### src/rtl/shift_arbiter_pkg.sv
// Shared encodings for the shifter arbiter slice.
// Shift op codes and requester identifiers.
package shift_arbiter_pkg;

  typedef enum logic [1:0] {
    SH_LSL = 2'b00,
    SH_LSR = 2'b01,
    SH_ASR = 2'b10,
    SH_ROR = 2'b11
  } sh_op_e;

  localparam logic SRC_EX    = 1'b0;
  localparam logic SRC_ALIGN = 1'b1;

endpackage

### src/rtl/shift_arbiter_barrel.sv
// 32-bit log-depth barrel shifter, five 2:1 mux levels.
// Right shifts fill from bit 31 of the original operand for ASR.
module shift_arbiter_barrel
  import shift_arbiter_pkg::*;
(
  input  logic [31:0] data,
  input  logic [4:0]  amount,
  input  logic [1:0]  op,
  output logic [31:0] result
);

  logic [5:0][31:0] lvl;
  logic             fill;

  assign fill   = (op == SH_ASR) & data[31];
  assign lvl[0] = data;

  for (genvar k = 0; k < 5; k++) begin : g_lvl
    localparam int S = 1 << k;
    assign lvl[k+1] =
      !amount[k]     ? lvl[k] :
      (op == SH_LSL) ? {lvl[k][31-S:0], {S{1'b0}}} :
      (op == SH_ROR) ? {lvl[k][S-1:0], lvl[k][31:S]} :
                       {{S{fill}}, lvl[k][31:S]};
  end

  assign result = lvl[5];

endmodule

### src/rtl/shift_arbiter.sv
// Round-robin arbiter sharing one barrel shifter between two requesters,
// with a one-entry registered result stage.
module shift_arbiter
  import shift_arbiter_pkg::*;
#(
  parameter int TAG_W = 4
) (
  input  logic             clk,
  input  logic             rst,
  input  logic             flush,
  input  logic             s0_valid,
  output logic             s0_ready,
  input  logic [31:0]      s0_data,
  input  logic [4:0]       s0_amount,
  input  logic [1:0]       s0_op,
  input  logic [TAG_W-1:0] s0_tag,
  input  logic             s1_valid,
  output logic             s1_ready,
  input  logic [31:0]      s1_data,
  input  logic [4:0]       s1_amount,
  input  logic [1:0]       s1_op,
  input  logic [TAG_W-1:0] s1_tag,
  output logic             m_valid,
  input  logic             m_ready,
  output logic [31:0]      m_data,
  output logic [TAG_W-1:0] m_tag,
  output logic             m_src
);

  logic        rr_ptr;
  logic        grant0;
  logic        grant1;
  logic        can_accept;
  logic        sel;
  logic        xfer;
  logic [31:0] sh_data;
  logic [4:0]  sh_amount;
  logic [1:0]  sh_op;
  logic [31:0] sh_out;

  always_comb begin
    grant0 = 1'b0;
    grant1 = 1'b0;
    unique case (1'b1)
      s0_valid & !s1_valid: grant0 = 1'b1;
      !s0_valid & s1_valid: grant1 = 1'b1;
      s0_valid & s1_valid: begin
        grant0 = (rr_ptr == SRC_EX);
        grant1 = (rr_ptr == SRC_ALIGN);
      end
      default: ;
    endcase
  end

  // rst gates ready so nothing is taken while the core is held in reset
  assign can_accept = !m_valid | m_ready;
  assign s0_ready   = grant0 & can_accept & !flush & !rst;
  assign s1_ready   = grant1 & can_accept & !flush & !rst;
  assign xfer       = (s0_valid & s0_ready) | (s1_valid & s1_ready);

  assign sel       = grant1 ? SRC_ALIGN : SRC_EX;
  assign sh_data   = sel ? s1_data : s0_data;
  assign sh_amount = sel ? s1_amount : s0_amount;
  assign sh_op     = sel ? s1_op : s0_op;

  shift_arbiter_barrel BarrelShifter (
    .data   (sh_data),
    .amount (sh_amount),
    .op     (sh_op),
    .result (sh_out)
  );

  always_ff @(posedge clk) begin
    if (rst) begin
      m_valid <= 1'b0;
      m_data  <= '0;
      m_tag   <= '0;
      m_src   <= SRC_EX;
      rr_ptr  <= SRC_EX;
    end else if (flush) begin
      m_valid <= 1'b0;
    end else if (xfer) begin
      m_valid <= 1'b1;
      m_data  <= sh_out;
      m_tag   <= sel ? s1_tag : s0_tag;
      m_src   <= sel;
      rr_ptr  <= ~sel;
    end else if (m_ready) begin
      m_valid <= 1'b0;
    end
  end

endmodule

### config.mk
export PLATFORM = sky130hd
export DESIGN_NAME = shift_arbiter
export DESIGN_NICKNAME = d
export VERILOG_FILES = /design/src/rtl/shift_arbiter_pkg.sv /design/src/rtl/shift_arbiter_barrel.sv /design/src/rtl/shift_arbiter.sv
export SDC_FILE = /design/constraint.sdc
export NUM_CORES = 1
export LEC_CHECK = 0
export ABC_AREA = 1
export CORE_MARGIN = 10
export CORE_UTILIZATION = 40
export CTS_CLUSTER_DIAMETER = 120
export DETAILED_ROUTE_END_ITERATION = 8
export PLACE_DENSITY = 0.77
export RECOVER_POWER = 50
export SYNTH_ARGS = -nofsm -noshare
export SYNTH_HDL_FRONTEND = slang
export SYNTH_SLANG_ARGS = --single-unit
### constraint.sdc
create_clock -name clk -period 2.3 [get_ports clk]
set_clock_uncertainty 0.05 [all_clocks]
set_input_delay 0.46 -clock clk [delete_from_list [all_inputs] [get_ports clk]]
set_output_delay 0.46 -clock clk [all_outputs]
set_load 0.01 [all_outputs]
# Word-level counts from Yosys, hierarchy flattened
# Cells that the tools add are included.
# op_classes
eq_ne	2
n_mux	24
n_bitwise	17
n_reduce_logical	9
# op_table
operator	n
2-to-1 mux 32 bit	16
bitwise AND 1 bit	12
zero test 1 bit	5
2-to-1 mux 5 bit	1
equality test 2 bit, second input constant	2
2-to-1 mux 4 bit	1
case mux 1 bit (2 select lines)	2
2-to-1 mux 1 bit	3
NOT 1 bit	3
zero test 2 bit	1
2-to-1 mux 2 bit	1
OR 1 bit	2
AND reduction 2 bit	1
nonzero test 2 bit	1
OR reduction 2 bit	1
# totals
register_bits	39
output_inout_bits	40
word_cells	57

# Logic depth before layout (Yosys ltp)
# depth
depth_word	22
depth_mapped	21
ltp_nobuf	19

# Modules after synthesis
# From an unflattened synthesis, not the netlist that was laid out.
# hier_totals
hier_cells	1118
hier_area_um2	5869.4
# modules_own_cells
mod	n_inst	cells_each	area_each_um2	seq_area_each_um2
shift_arbiter_barrel	1	760	3682.3	0.0
shift_arbiter	1	358	2187.1	780.7

# Least setup slack after synthesis
# OpenSTA, ideal clock, no wires.
# synth_timing
kind	input -> register
from	in s0_valid
to	reg m_data[14]
setup_time_ns	0.110
arrival_time_ns	2.147
required_time_ns	2.140
slack_ns	-0.007
path_stages	20
cell_sequence	inv_1 nand2_2 nand2_2 buf_8 nand2_2 nand2_4 nand2_8 buf_2 nand2_1 nand3_1 nand3_1 nand3_1 nand2_1 nand3_1 nand2_1 nand3_1 a21oi_1 o21ai_1 nand3_1 inv_1
# synth_between
elab_chain_len	20
elab_cells_between_ends	39
# synth_rtl
item	line_no	source
start, declared	shift_arbiter.sv:11	input logic s0_valid,
zero test 1 bit	shift_arbiter.sv:46	!s0_valid & s1_valid: grant1 = 1'b1;
bitwise AND 1 bit	shift_arbiter.sv:46	
case mux 1 bit (2 select lines)	shift_arbiter.sv:44	unique case (1'b1)
2-to-1 mux 1 bit	shift_arbiter.sv:61	assign sel = grant1 ? SRC_ALIGN : SRC_EX;
2-to-1 mux 32 bit / 2-to-1 mux 2 bit (equally long branches)	shift_arbiter.sv:62, shift_arbiter.sv:64	
2-to-1 mux 32 bit / zero test 2 bit (equally long branches)	shift_arbiter_barrel.sv:23, shift_arbiter_barrel.sv:22	
2-to-1 mux 32 bit	shift_arbiter_barrel.sv:22	(op == SH_LSL) ? {lvl[k][31-S:0], {S{1'b0}}} :
2-to-1 mux 32 bit	shift_arbiter_barrel.sv:21	!amount[k] ? lvl[k] :
[... 4 more ...]	--	
2-to-1 mux 32 bit	shift_arbiter_barrel.sv:22	
2-to-1 mux 32 bit	shift_arbiter_barrel.sv:21	
2-to-1 mux 32 bit	shift_arbiter_barrel.sv:23	(op == SH_ROR) ? {lvl[k][S-1:0], lvl[k][31:S]} :
2-to-1 mux 32 bit	shift_arbiter_barrel.sv:22	
2-to-1 mux 32 bit	shift_arbiter_barrel.sv:21	
2-to-1 mux 32 bit	shift_arbiter_barrel.sv:23	
2-to-1 mux 32 bit	shift_arbiter_barrel.sv:22	
2-to-1 mux 32 bit	shift_arbiter_barrel.sv:21	
end signal, assigned	shift_arbiter.sv:84	m_data <= sh_out;
end, declared	shift_arbiter.sv:25	output logic [31:0] m_data,
# Several ways; a longest one is shown, not always the timed one.
# A chain may end at the register's enable or synchronous reset.

# Worst setup path after layout
# layout_timing
from	in s1_valid
to	reg m_data[9]
# layout_between
elab_chain_len	19
elab_cells_between_ends	39
# layout_rtl
item	line_no	source
start, declared	shift_arbiter.sv:17	input logic s1_valid,
bitwise AND 1 bit, on equally long branches	shift_arbiter.sv:47, shift_arbiter.sv:46	
case mux 1 bit (2 select lines)	shift_arbiter.sv:44	
2-to-1 mux 1 bit	shift_arbiter.sv:61	
2-to-1 mux 2 bit / 2-to-1 mux 32 bit (equally long branches)	shift_arbiter.sv:64, shift_arbiter.sv:62	
equality test 2 bit (tied with other cells)	shift_arbiter_barrel.sv:15	assign fill = (op == SH_ASR) & data[31];
bitwise AND 1 bit / 2-to-1 mux 32 bit (equally long branches)	shift_arbiter_barrel.sv:15, shift_arbiter_barrel.sv:22	
2-to-1 mux 32 bit, on equally long branches	shift_arbiter_barrel.sv:23, shift_arbiter_barrel.sv:21	
2-to-1 mux 32 bit, on equally long branches	shift_arbiter_barrel.sv:22, shift_arbiter_barrel.sv:23	
[... 3 more ...]	--	
2-to-1 mux 32 bit, on equally long branches	shift_arbiter_barrel.sv:21, shift_arbiter_barrel.sv:22	
2-to-1 mux 32 bit, on equally long branches	shift_arbiter_barrel.sv:23, shift_arbiter_barrel.sv:21	
2-to-1 mux 32 bit, on equally long branches	shift_arbiter_barrel.sv:22, shift_arbiter_barrel.sv:23	
2-to-1 mux 32 bit, on equally long branches	shift_arbiter_barrel.sv:21, shift_arbiter_barrel.sv:22	
2-to-1 mux 32 bit	shift_arbiter_barrel.sv:21	
2-to-1 mux 32 bit	shift_arbiter_barrel.sv:23	
2-to-1 mux 32 bit	shift_arbiter_barrel.sv:22	
2-to-1 mux 32 bit	shift_arbiter_barrel.sv:21	
# Several ways; a longest one is shown, not always the timed one.

==> out/metrics.cfg <==
[outcome]
status=finished with violations
violations=setup timing

[setup_path]
r2r_end=m_data[9]
endpoint=m_data[9]
cp.arrival_ps=2990
reg2reg_depth=19
r2r_setup_slack_ps=-550
critPathLaunchType=input port
path_max_fanout=12
end_kind=register
crit_type=input port to register
startpoint=s1_valid
required_ps=2420
r2r-start=rr_ptr

[sta]
rsz0062_at_grt=true
setup_ws_ps=-564
worst_pin_slew_ps=626
finalHoldViolCount=0
post-route-period-util_pct=125
maxSlewViolCount=0
min_period_ps=2860
setup_violations=32
slew_headroom_pct=58.2
max_freq_ghz=0.349

[run]
cap_violations=0

[route]
via_per_inst=6.47
num_vias=9165
firstDrtPassIters=9
ant_nets=0
routed_wl_um=32200
drt_iter0_markers=1596
wl_per_cell_um=22.7
drc_errors=0

[cts]
cts_buffer_depth=2
cts_root_buf=clkbuf_16
cts_tree=built
numClockSinks=39
cts_buffers=5
h-tree-depth=2
insertion_delay_ps=280
hold_buffers=0
clkTransAtPathRegs_ps=60

[floorplanning]
dieArea_sq_mm=0.0182
start_util_pct=41.3
fp.dieH_um=135
core-area_sq_mm=0.0128
boundaryPins=132
rows=41
die_w_um=135

[synth]
yosysTopAreaCell=nand2_1
ys_ff_latch=39
ys.flop_type=dfxtp_1
synth_cells=1009
netlist_area_sq_mm=0.00528
synth-compound-area-share_pct=8.62
async_flop_share_pct=0
synth_common_cells=nand2_1 (433), nand3_1 (287), a21oi_1 (44)
synth_edf_count=0
synthMuxAreaShare_pct=0
synth_top_cell_area_share_pct=30.8
synth_cell_type_count=32
synth_top_family_by_area=simple AND/OR/NAND/NOR gates
yosys_warnings=0
synth_area_per_cell_sq_um=5.23
synthSimpleGateAreaFrac_pct=66.5
ys_seq_area_share_pct=14.8
yosys.area_share.xor_xnor_pct=0
synth.area.top_cells=nand2_1 (31%), nand3_1 (27%), dfxtp_1 (15%)
syn_nets=1101
yosysMostFrequentCell=nand2_1
yosys.area_share.adder_pct=0

[finish]
post-route-cell-area_sq_mm=0.0102
area_delta_synth_final_pct=92.8
final_nets=1336
fin_cells=1417
drive_gt1_share_pct=43.5
antennaDiodeCount=0

[global_routing]
grt_start_max_net_pins=33
grt_pass1_vias=8451
grt_util_all_layers_pct=29.1
grt_pass1_wl_um=43800
antenna_found_initial=0
overflow=0

[placement]
dp_hpwl_um=17600
place_area_sq_mm=0.00753
port_buffers=131
gp_congestion=1.00
dp.cells=1366

[power]
ir_worst_vdd_uv=379
power.leakage_nw=4.76
powerDensity_mw_per_mm2=495

[worst_hold_path]
min_path_type=register to register

[report_power, final]
part / leakage [nW] / total, mW / switching, mW / internal, mW
Combinational: 4.35 / 3.48 / 2.09 / 1.39
Clock: 0.0868 / 0.807 / 0.268 / 0.539
Sequential: 0.319 / 0.752 / 0.0273 / 0.725
[critical path: stages]
cell and delay (ps):
buf_2 140, nand2_4 110, nand2_4 70, buf_6 130
buf_6 130, buf_16 160, nand2_2 70, nand2_1 80
nand2_1 270, nand3_4 160, nand3_2 140, nand3_4 170
nand2_1 140, nand3_2 150, nand2_1 120, nand3_1 120
nand2_1 80, o21ai_0 80, o21bai_1 130, inv_1 50
[cell families (layout without fill, tap and decap cells)]
family,after synthesis,count (layout)
AO/OA/AOI/OAI,83,83
AND/OR/NAND/NOR,783,784
buffers and inverters,104,339
flip-flops,39,39
[flip-flops by register name, indices dropped and copies added (netlist names)]
signal	count
m_valid	1
rr_ptr	1
m_src	1
m_tag	4
m_data	32
[layout make-up]
cell class | instances | area, sq um
Inverter | 40 | 164
Fill cell | 792 | 2590
Timing Repair Buffer | 291 | 3030
Clock buffer | 6 | 139
Sequential cell | 39 | 782
Tap cell | 172 | 215
Clock inverter | 2 | 35.0
Multi-Input combinational cell | 867 | 5820
[layer usage]
layer  GRT usage, %  wire length, um  share of wire [%]  up-vias
met5              0                0                  0        -
met4           12.7             2820                8.8        0
met3           6.38             3990                 12      338
li1               -                -                  -     3857
met1           34.2            11000                 34     4159
met2           49.5            14400                 45      811
[stage by stage]
step / setup slack [ps] / TNS (ps) / total power, mW / util, % / hold slack, ps
floorplan: -0.0637 / -0.0637 / 2.10 / - / 439
global placement: -911 / -29170 / 3.03 / 58.9 / 404
detailed placement: -955 / -30940 / 3.04 / 58.9 / 404
CTS: -124 / -2540 / 4.48 / 74.9 / 413
global route: -636 / -13180 / 5.23 / 79.7 / 427
finish: -564 / -10080 / 5.04 / 79.7 / 410
[how the worst min path moves through the flow]
stage               start          to  slack (ps)  cells past startpoint
3_3_place_gp   m_data[19]  m_data[19]         400                      2
6_report       m_data[29]  m_data[29]         410                      2
5_1_grt        m_data[29]  m_data[29]         430                      2
2_1_floorplan    m_tag[0]    m_tag[0]         440                      2
4_1_cts        m_data[17]  m_data[17]         410                      2
3_5_place_dp   m_data[17]  m_data[17]         400                      2
[layout by cell type (no fill, tap or decap), types with 12 or more instances in the layout]
| cell type | instances |
|---|---|
| nand2_1 | 322 |
| nand3_2 | 139 |
| buf_4 | 105 |
| nand2_2 | 101 |
| nand3_1 | 100 |
| clkdlybuf4s50_1 | 98 |
| nand3_4 | 61 |
| dfxtp_1 | 38 |
| a21oi_1 | 32 |
| inv_1 | 27 |
| buf_6 | 25 |
| dlygate4sd3_1 | 23 |
| buf_12 | 20 |
| o21ai_0 | 18 |
| nand2_4 | 17 |
| nand4_1 | 13 |
| nor2_1 | 12 |
| a21oi_2 | 12 |
[repair_timing]
item                                    in CTS  in global routing
endpoints found under the hold margin        0                  0
setup buffers                               32                  3
cloned                                       9                  1
pin swaps                                  109                 72
endpoints found under the setup margin      40                 34
gates resized for setup                    339                134
Power figures use the tool's default switching activity.
